File: src/rtl/add_sub_seq_pkg.sv
`default_nettype none
// +-----------------------------------------------------------------------+
// | Module   : add_sub_seq_pkg                                            |
// | Purpose  : Shared constants and types for the chunked add/subtract    |
// |            datapath: FSM state encoding, default geometry and the     |
// |            mode-select values.                                        |
// | Ports    : none (package)                                             |
// | Config   : ADD_SUB_SAT_EN (saturating mode, see add_sub_seq)          |
// | Revision : 1.0 - initial release                                      |
// +-----------------------------------------------------------------------+
package add_sub_seq_pkg;

    localparam int DEF_WIDTH = 16;
    localparam int DEF_CHUNK = 4;

    localparam logic MODE_ADD = 1'b0;
    localparam logic MODE_SUB = 1'b1;

    typedef enum logic [1:0] {
        ST_IDLE = 2'd0,
        ST_RUN  = 2'd1,
        ST_DONE = 2'd2
    } state_e;

endpackage
`default_nettype wire

File: src/rtl/add_sub_seq_if.sv
`default_nettype none
// +-----------------------------------------------------------------------+
// | Module   : add_sub_seq_if                                             |
// | Purpose  : Operand/result handshake bundle for add_sub_seq.           |
// | Ports    : in_valid/in_ready, a, b, m, [sat]   - operand channel      |
// |            out_valid/out_ready, sum, c_out,                           |
// |            ovf, zero                           - result channel       |
// |            master = producer/consumer side, slave = the adder         |
// | Config   : ADD_SUB_SAT_EN adds the sat signal                         |
// | Revision : 1.0 - initial release                                      |
// +-----------------------------------------------------------------------+
interface add_sub_seq_if
    import add_sub_seq_pkg::*;
#(
    parameter int WIDTH = DEF_WIDTH
) ();

    logic             in_valid;
    logic             in_ready;
    logic [WIDTH-1:0] a;
    logic [WIDTH-1:0] b;
    logic             m;
`ifdef ADD_SUB_SAT_EN
    logic             sat;
`endif
    logic             out_valid;
    logic             out_ready;
    logic [WIDTH-1:0] sum;
    logic             c_out;
    logic             ovf;
    logic             zero;

    modport master (
        output in_valid, a, b, m, out_ready,
`ifdef ADD_SUB_SAT_EN
        output sat,
`endif
        input  in_ready, out_valid, sum, c_out, ovf, zero
    );

    modport slave (
        input  in_valid, a, b, m, out_ready,
`ifdef ADD_SUB_SAT_EN
        input  sat,
`endif
        output in_ready, out_valid, sum, c_out, ovf, zero
    );

endinterface
`default_nettype wire

File: src/rtl/add_sub_seq_add_chunk.sv
`default_nettype none
// +-----------------------------------------------------------------------+
// | Module   : full_adder / add_chunk                                     |
// | Purpose  : full_adder is the one-bit cell; add_chunk chains CHUNK of  |
// |            them into a ripple slice and exposes the carry into its    |
// |            top bit so the caller can form signed overflow.            |
// | Ports    : a, b (CHUNK) , c_in   - slice operands and carry in        |
// |            sum (CHUNK), c_out    - slice result and carry out         |
// |            c_msb_in              - carry into the slice's top bit     |
// | Revision : 1.0 - initial release                                      |
// +-----------------------------------------------------------------------+
module full_adder (
    input  wire logic a,
    input  wire logic b,
    input  wire logic ci,
    output logic      s,
    output logic      co
);
    assign s  = a ^ b ^ ci;
    assign co = (a & b) | (ci & (a ^ b));
endmodule

module add_chunk #(
    parameter int CHUNK = 4
) (
    input  wire logic [CHUNK-1:0] a,
    input  wire logic [CHUNK-1:0] b,
    input  wire logic             c_in,
    output logic      [CHUNK-1:0] sum,
    output logic                  c_out,
    output logic                  c_msb_in
);
    logic [CHUNK:0] w_c;

    assign w_c[0] = c_in;

    for (genvar i = 0; i < CHUNK; i++) begin : g_bit
        full_adder u_fa (
            .a  (a[i]),
            .b  (b[i]),
            .ci (w_c[i]),
            .s  (sum[i]),
            .co (w_c[i+1])
        );
    end

    assign c_out    = w_c[CHUNK];
    assign c_msb_in = w_c[CHUNK-1];
endmodule
`default_nettype wire

File: src/rtl/add_sub_seq.sv
`default_nettype none
// +-----------------------------------------------------------------------+
// | Module   : add_sub_seq                                                |
// | Purpose  : Multi-cycle two's-complement adder/subtractor. Processes   |
// |            CHUNK bits per clock through one ripple slice, LSB chunk   |
// |            first, with the carry registered between chunks. Reports   |
// |            carry-out, signed overflow and zero.                       |
// | Ports    : clk, rst_n (async, active-low)                             |
// |            bus : add_sub_seq_if.slave (operand + result handshakes)   |
// | Config   : ADD_SUB_SAT_EN - compiles in the sat input and saturation  |
// |            of the result on signed overflow                           |
// | Revision : 1.0 - initial release                                      |
// +-----------------------------------------------------------------------+
module add_sub_seq
    import add_sub_seq_pkg::*;
#(
    parameter int WIDTH = DEF_WIDTH,
    parameter int CHUNK = DEF_CHUNK
) (
    input  wire logic     clk,
    input  wire logic     rst_n,
    add_sub_seq_if.slave  bus
);

    localparam int NCHUNK = WIDTH / CHUNK;
    localparam int IDX_W  = (NCHUNK > 1) ? $clog2(NCHUNK) : 1;
    localparam logic [IDX_W-1:0] LAST_IDX = IDX_W'(NCHUNK - 1);

    if (WIDTH % CHUNK != 0) begin : g_cfg_check
        $error("add_sub_seq: WIDTH must be a multiple of CHUNK");
    end

    state_e             state_q, state_d;
    logic [WIDTH-1:0]   a_q, a_d;
    logic [WIDTH-1:0]   b_q, b_d;       // b already inverted for subtract
    logic [WIDTH-1:0]   acc_q, acc_d;
    logic               carry_q, carry_d;
    logic [IDX_W-1:0]   idx_q, idx_d;
`ifdef ADD_SUB_SAT_EN
    logic               sat_q, sat_d;
`endif
    logic [WIDTH-1:0]   sum_q, sum_d;
    logic               c_out_q, c_out_d;
    logic               ovf_q, ovf_d;
    logic               zero_q, zero_d;

    logic [31:0]        w_lsb;
    logic [CHUNK-1:0]   w_ca, w_cb, w_csum;
    logic               w_cout, w_cmsb, w_ovf;
    logic [WIDTH-1:0]   w_acc_next, w_final;

    // Single slice, steered to the current chunk by idx.
    assign w_lsb = 32'(idx_q) * 32'(CHUNK);
    assign w_ca  = a_q[w_lsb +: CHUNK];
    assign w_cb  = b_q[w_lsb +: CHUNK];

    add_chunk #(.CHUNK(CHUNK)) u_chunk (
        .a        (w_ca),
        .b        (w_cb),
        .c_in     (carry_q),
        .sum      (w_csum),
        .c_out    (w_cout),
        .c_msb_in (w_cmsb)
    );

    // Only meaningful on the last chunk, where the slice top bit is the MSB.
    assign w_ovf = w_cmsb ^ w_cout;

    always_comb begin
        w_acc_next = acc_q;
        w_acc_next[w_lsb +: CHUNK] = w_csum;
    end

`ifdef ADD_SUB_SAT_EN
    // Clamp toward the sign of a: overflow can only push past the limit on a's side.
    always_comb begin
        w_final = w_acc_next;
        if (sat_q && w_ovf) begin
            w_final = a_q[WIDTH-1] ? {1'b1, {(WIDTH-1){1'b0}}}
                                   : {1'b0, {(WIDTH-1){1'b1}}};
        end
    end
`else
    assign w_final = w_acc_next;
`endif

    always_comb begin
        state_d = state_q;
        a_d     = a_q;
        b_d     = b_q;
        acc_d   = acc_q;
        carry_d = carry_q;
        idx_d   = idx_q;
`ifdef ADD_SUB_SAT_EN
        sat_d   = sat_q;
`endif
        sum_d   = sum_q;
        c_out_d = c_out_q;
        ovf_d   = ovf_q;
        zero_d  = zero_q;

        case (state_q)
            ST_IDLE: begin
                if (bus.in_valid) begin
                    a_d     = bus.a;
                    b_d     = bus.b ^ {WIDTH{bus.m}};
                    carry_d = bus.m;
                    acc_d   = '0;
                    idx_d   = '0;
`ifdef ADD_SUB_SAT_EN
                    sat_d   = bus.sat;
`endif
                    state_d = ST_RUN;
                end
            end
            ST_RUN: begin
                acc_d   = w_acc_next;
                carry_d = w_cout;
                idx_d   = idx_q + 1'b1;
                if (idx_q == LAST_IDX) begin
                    idx_d   = '0;
                    sum_d   = w_final;
                    c_out_d = w_cout;
                    ovf_d   = w_ovf;
                    zero_d  = (w_final == '0);
                    state_d = ST_DONE;
                end
            end
            ST_DONE: begin
                if (bus.out_ready) begin
                    state_d = ST_IDLE;
                end
            end
            default: state_d = ST_IDLE;
        endcase
    end

    always_ff @(posedge clk or negedge rst_n) begin
        if (!rst_n) begin
            state_q <= ST_IDLE;
            a_q     <= '0;
            b_q     <= '0;
            acc_q   <= '0;
            carry_q <= 1'b0;
            idx_q   <= '0;
`ifdef ADD_SUB_SAT_EN
            sat_q   <= 1'b0;
`endif
            sum_q   <= '0;
            c_out_q <= 1'b0;
            ovf_q   <= 1'b0;
            zero_q  <= 1'b0;
        end else begin
            state_q <= state_d;
            a_q     <= a_d;
            b_q     <= b_d;
            acc_q   <= acc_d;
            carry_q <= carry_d;
            idx_q   <= idx_d;
`ifdef ADD_SUB_SAT_EN
            sat_q   <= sat_d;
`endif
            sum_q   <= sum_d;
            c_out_q <= c_out_d;
            ovf_q   <= ovf_d;
            zero_q  <= zero_d;
        end
    end

    assign bus.in_ready  = (state_q == ST_IDLE);
    assign bus.out_valid = (state_q == ST_DONE);
    assign bus.sum       = sum_q;
    assign bus.c_out     = c_out_q;
    assign bus.ovf       = ovf_q;
    assign bus.zero      = zero_q;

endmodule
`default_nettype wire

File: src/flat_wrapper.sv
// flat-port wrapper written by rule: the top's interface ports become plain ports
module add_sub_seq_flat import add_sub_seq_pkg::*;
#(
    parameter int WIDTH = DEF_WIDTH,
    parameter int CHUNK = DEF_CHUNK
)
  (clk, rst_n, bus_in_valid, bus_a, bus_b, bus_m, bus_out_ready, bus_in_ready, bus_out_valid, bus_sum, bus_c_out, bus_ovf, bus_zero);
  add_sub_seq_if #(.WIDTH(WIDTH)) bus_i ();
  input  wire logic clk;
  input  wire logic rst_n;
  input wire logic [$bits(bus_i.in_valid)-1:0] bus_in_valid;
  input wire logic [$bits(bus_i.a)-1:0] bus_a;
  input wire logic [$bits(bus_i.b)-1:0] bus_b;
  input wire logic [$bits(bus_i.m)-1:0] bus_m;
  input wire logic [$bits(bus_i.out_ready)-1:0] bus_out_ready;
  output wire logic [$bits(bus_i.in_ready)-1:0] bus_in_ready;
  output wire logic [$bits(bus_i.out_valid)-1:0] bus_out_valid;
  output wire logic [$bits(bus_i.sum)-1:0] bus_sum;
  output wire logic [$bits(bus_i.c_out)-1:0] bus_c_out;
  output wire logic [$bits(bus_i.ovf)-1:0] bus_ovf;
  output wire logic [$bits(bus_i.zero)-1:0] bus_zero;
  assign bus_i.in_valid = bus_in_valid;
  assign bus_i.a = bus_a;
  assign bus_i.b = bus_b;
  assign bus_i.m = bus_m;
  assign bus_i.out_ready = bus_out_ready;
  assign bus_in_ready = bus_i.in_ready;
  assign bus_out_valid = bus_i.out_valid;
  assign bus_sum = bus_i.sum;
  assign bus_c_out = bus_i.c_out;
  assign bus_ovf = bus_i.ovf;
  assign bus_zero = bus_i.zero;
  add_sub_seq #(.WIDTH(WIDTH), .CHUNK(CHUNK)) u_core (.clk(clk), .rst_n(rst_n), .bus(bus_i));
endmodule
File: config.mk
export PLATFORM = sky130hd
export DESIGN_NAME = add_sub_seq_flat
export DESIGN_NICKNAME = d
export VERILOG_FILES = /design/src/rtl/add_sub_seq_pkg.sv /design/src/rtl/add_sub_seq_if.sv /design/src/rtl/add_sub_seq_add_chunk.sv /design/src/rtl/add_sub_seq.sv /design/src/flat_wrapper.sv
export SDC_FILE = /design/constraint.sdc
export NUM_CORES = 1
export LEC_CHECK = 0
export ABC_AREA = 0
export CAP_MARGIN = 20
export CORE_MARGIN = 8
export CORE_UTILIZATION = 49
export DETAILED_ROUTE_END_ITERATION = 7
export GPL_TIMING_DRIVEN = 0
export PLACE_DENSITY = 0.74
export SLEW_MARGIN = 20
export SYNTH_ARGS = -nofsm -noshare
export SYNTH_HDL_FRONTEND = slang
export SYNTH_SLANG_ARGS = --single-unit
File: constraint.sdc
create_clock -name clk -period 7.52 [get_ports clk]
set_input_delay 1.504 -clock clk [delete_from_list [all_inputs] [get_ports clk]]
set_output_delay 1.504 -clock clk [all_outputs]
set_load 0.1 [all_outputs]
==> out/results.ini <==
[sta]
slew_headroom_pct=33.4
setup_ws_ns=3.56
post-route-period-util_pct=52.7
drv_slew=0
finalHoldViolations=0
fmax_mhz=252
fin_worst_skew_ns=0.00556
min_period_ns=3.96
rsz0062_at_grt=false
setup-violations-final=0
setup_tns_ns=0
worst_pin_slew_ns=0.996

[die]
die_h_um=100
dieArea_um2=10100
initial_utilization_pct=51.1
die_w_um=100
row_count=30
ios=58
core_area_um2=6830

[synthesis]
synthesis.area_um2=3490
ys_ff_latch=72
synth-seq-area-share_pct=51.6
syn_avg_cell_area_um2=9.75
synth_cell_types=29
netlist_instances=358
synthesis.nets=405
yosys_warnings=0

[critical_path]
slowest_stage=fa_1
path_delay_family=adder cells
arrival_ns=4.24
slowest_delay_ns=0.54
cp.required_ns=7.80
cp_common_cell=fa_1
path_max_fanout=10
rr_startpoint=u_core.idx_q[0]
path_buf_inv=4
crit_type=reg -> reg
path_cells=buf_2, mux4_2, inv_1, fa_1, inv_1, fa_1, inv_1, fa_1, fa_1, nor2_1, a31oi_1, nand4_1, or3_1, o21ai_2
endpoint_kind=flip-flop
worstSetupStartpoint=u_core.idx_q[0]
crit_path_start_kind=flip-flop

[clocking]
clock_latency_ns=0.35
path_clk_slew_ns=0.07
max-clock-path-buffers=2
cts_tree=yes
ctsResizeCount=0
post-cts-setup-buffer-count=0
clock-sinks=72
htree_levels=3
clock-root-buffer=clkbuf_8
numCtsBuffers=9
cts_hold_buf=0

[route]
vias=2711
dr.pass1.iters=4
wirelength_um=8040
via_per_inst=5.14
drc=0
wl_per_cell_um=15.3
ant_nets=0
drt_iter0_drc=102

[finish]
multi_input_area_um2=1550
n_fill_cell=603
regArea_um2=1800
area_delta_synth_final_pct=26.1
fin_cells=527
antenna_cells=0
fin_nets=473
drive_gt1_share_pct=8.35

[power]
vdd_drop_max_uv=208
leakage_nw=1.97
total_power_mw=2.20
cellPowerDensity_nw_per_um2=499

[worst_hold_path]
hold_start=u_core.a_q[1]
hold_path.class=reg -> reg

[placement]
pre_cts_ws_ns=3.54
place.gp.congestion=0.878
dp_hpwl_um=5990
dpl.cell_count=511
io_buffers=56

[grt]
grt_pass1_wl_um=13700
grt_max_degree=46
antenna_found_initial=0
grt_pass1_vias=2867
track_usage_pct=17.2
grt-ovfl-total=0

[run_status]
status=finished clean

[run]
drv_cap=0

==> synthesized netlist by cell type <==
master	number	area [µm²]
nor2_1	10	37.5
mux4_2	8	180
mux2i_1	1	10.0
inv_1	14	52.6
a21oi_1	3	15.0
o21ai_2	1	8.76
a31oi_1	12	75.1
and2b_4	1	10.0
nor2b_1	14	87.6
ha_1	6	75.1
o21ai_0	50	250
nand2b_1	2	12.5
a22o_1	1	8.76
xnor2_1	17	149
fa_1	4	80.1
nand3_1	15	75.1
and2_4	1	8.76
or3_1	1	6.26
and2b_1	4	30.0
nand4_1	3	18.8
and2_1	1	6.26
clkbuf_1	15	56.3
nor3b_1	2	15.0
o31ai_1	4	30.0
a31oi_2	2	25.0
nand2_1	88	330
dfrtp_1	72	1800
o2111ai_1	1	8.76
buf_2	5	25.0
==> state kept, by name, summed over array words and instances, names as in the netlist <==
register          flops
u_core.a_q           16
u_core.acc_q         16
u_core.b_q           16
u_core.bus.c_out      1
u_core.bus.ovf        1
u_core.bus.sum       16
u_core.bus.zero       1
u_core.carry_q        1
u_core.idx_q          2
u_core.state_q        2
==> cells in the final DEF, fill, tap and decap left out, types with 12 or more instances in the layout <==
| master | n |
|---|---|
| nand2_1 | 88 |
| dfrtp_1 | 72 |
| clkdlybuf4s50_1 | 55 |
| o21ai_0 | 50 |
| xnor2_1 | 17 |
| clkbuf_1 | 15 |
| nand3_1 | 15 |
| inv_1 | 14 |
| nor2b_1 | 14 |
| a31oi_1 | 12 |
==> final timing paths <==
path / endpoint / slack, ns / cells after the start
max reg2reg: u_core.bus.zero / 3.56 / 14
max in group asynchronous: u_core.a_q[8] / 5.90 / 2
min in group asynchronous: u_core.acc_q[5] / 1.08 / 1
min reg2reg: u_core.a_q[1] / 0.48 / 2
min: u_core.a_q[1] / 0.48 / 2
max: u_core.bus.zero / 3.56 / 14
==> worst reg2reg max path, stage by stage, from the launching register on <==
cell	delay, ns
dfrtp_1	0.53
buf_2	0.38
mux4_2	0.28
inv_1	0.05
fa_1	0.39
inv_1	0.07
fa_1	0.16
inv_1	0.05
fa_1	0.41
fa_1	0.54
nor2_1	0.09
a31oi_1	0.28
nand4_1	0.16
or3_1	0.39
o21ai_2	0.11
==> logic make-up (layout without fill, tap and decap cells) <==
family / Yosys count / in the layout / synth area share [%]
compound gates: 74 / 74 / 12.1
xor+xnor: 17 / 17 / 4.27
simple gates: 142 / 142 / 18.3
fa+ha+maj: 10 / 10 / 4.45
mux: 9 / 9 / 5.45
flops: 72 / 72 / 51.6
buf+inv: 34 / 107 / 3.84
==> report_power, final <==
group          internal [mW]  switching [mW]
sequential             0.549          0.0892
combinational          0.422           0.820
clock                  0.170           0.146
total                   1.14            1.06
==> routing by layer <==
metal	vias up	GRT usage, %	part of all wire [%]
met1	1302	21.0	44
met3	12	4.08	4.5
met5	-	0	0
met4	0	7.44	1.7
li1	1334	-	-
met2	63	28.4	50
==> cell type report <==
type	instances	area share, %
Sequential cell	72	40.9
Multi-Input combinational cell	252	35.3
Timing Repair Buffer	57	13.3
Clock buffer	11	3.44
Tap cell	96	2.73
Buffer	20	1.85
Clock inverter	5	1.25
Inverter	14	1.19
==> stage by stage <==
stage | area [µm²] | hold slack [ns] | utilization, %
floorplan | 3490 | 0.440 | -
global placement | 4170 | 0.453 | 61.0
detailed placement | 4200 | 0.461 | 61.4
CTS | 4400 | 0.479 | 64.4
global route | 4400 | 0.501 | 64.4
finish | 4400 | 0.475 | 64.4
Power figures use the tool's default switching activity.
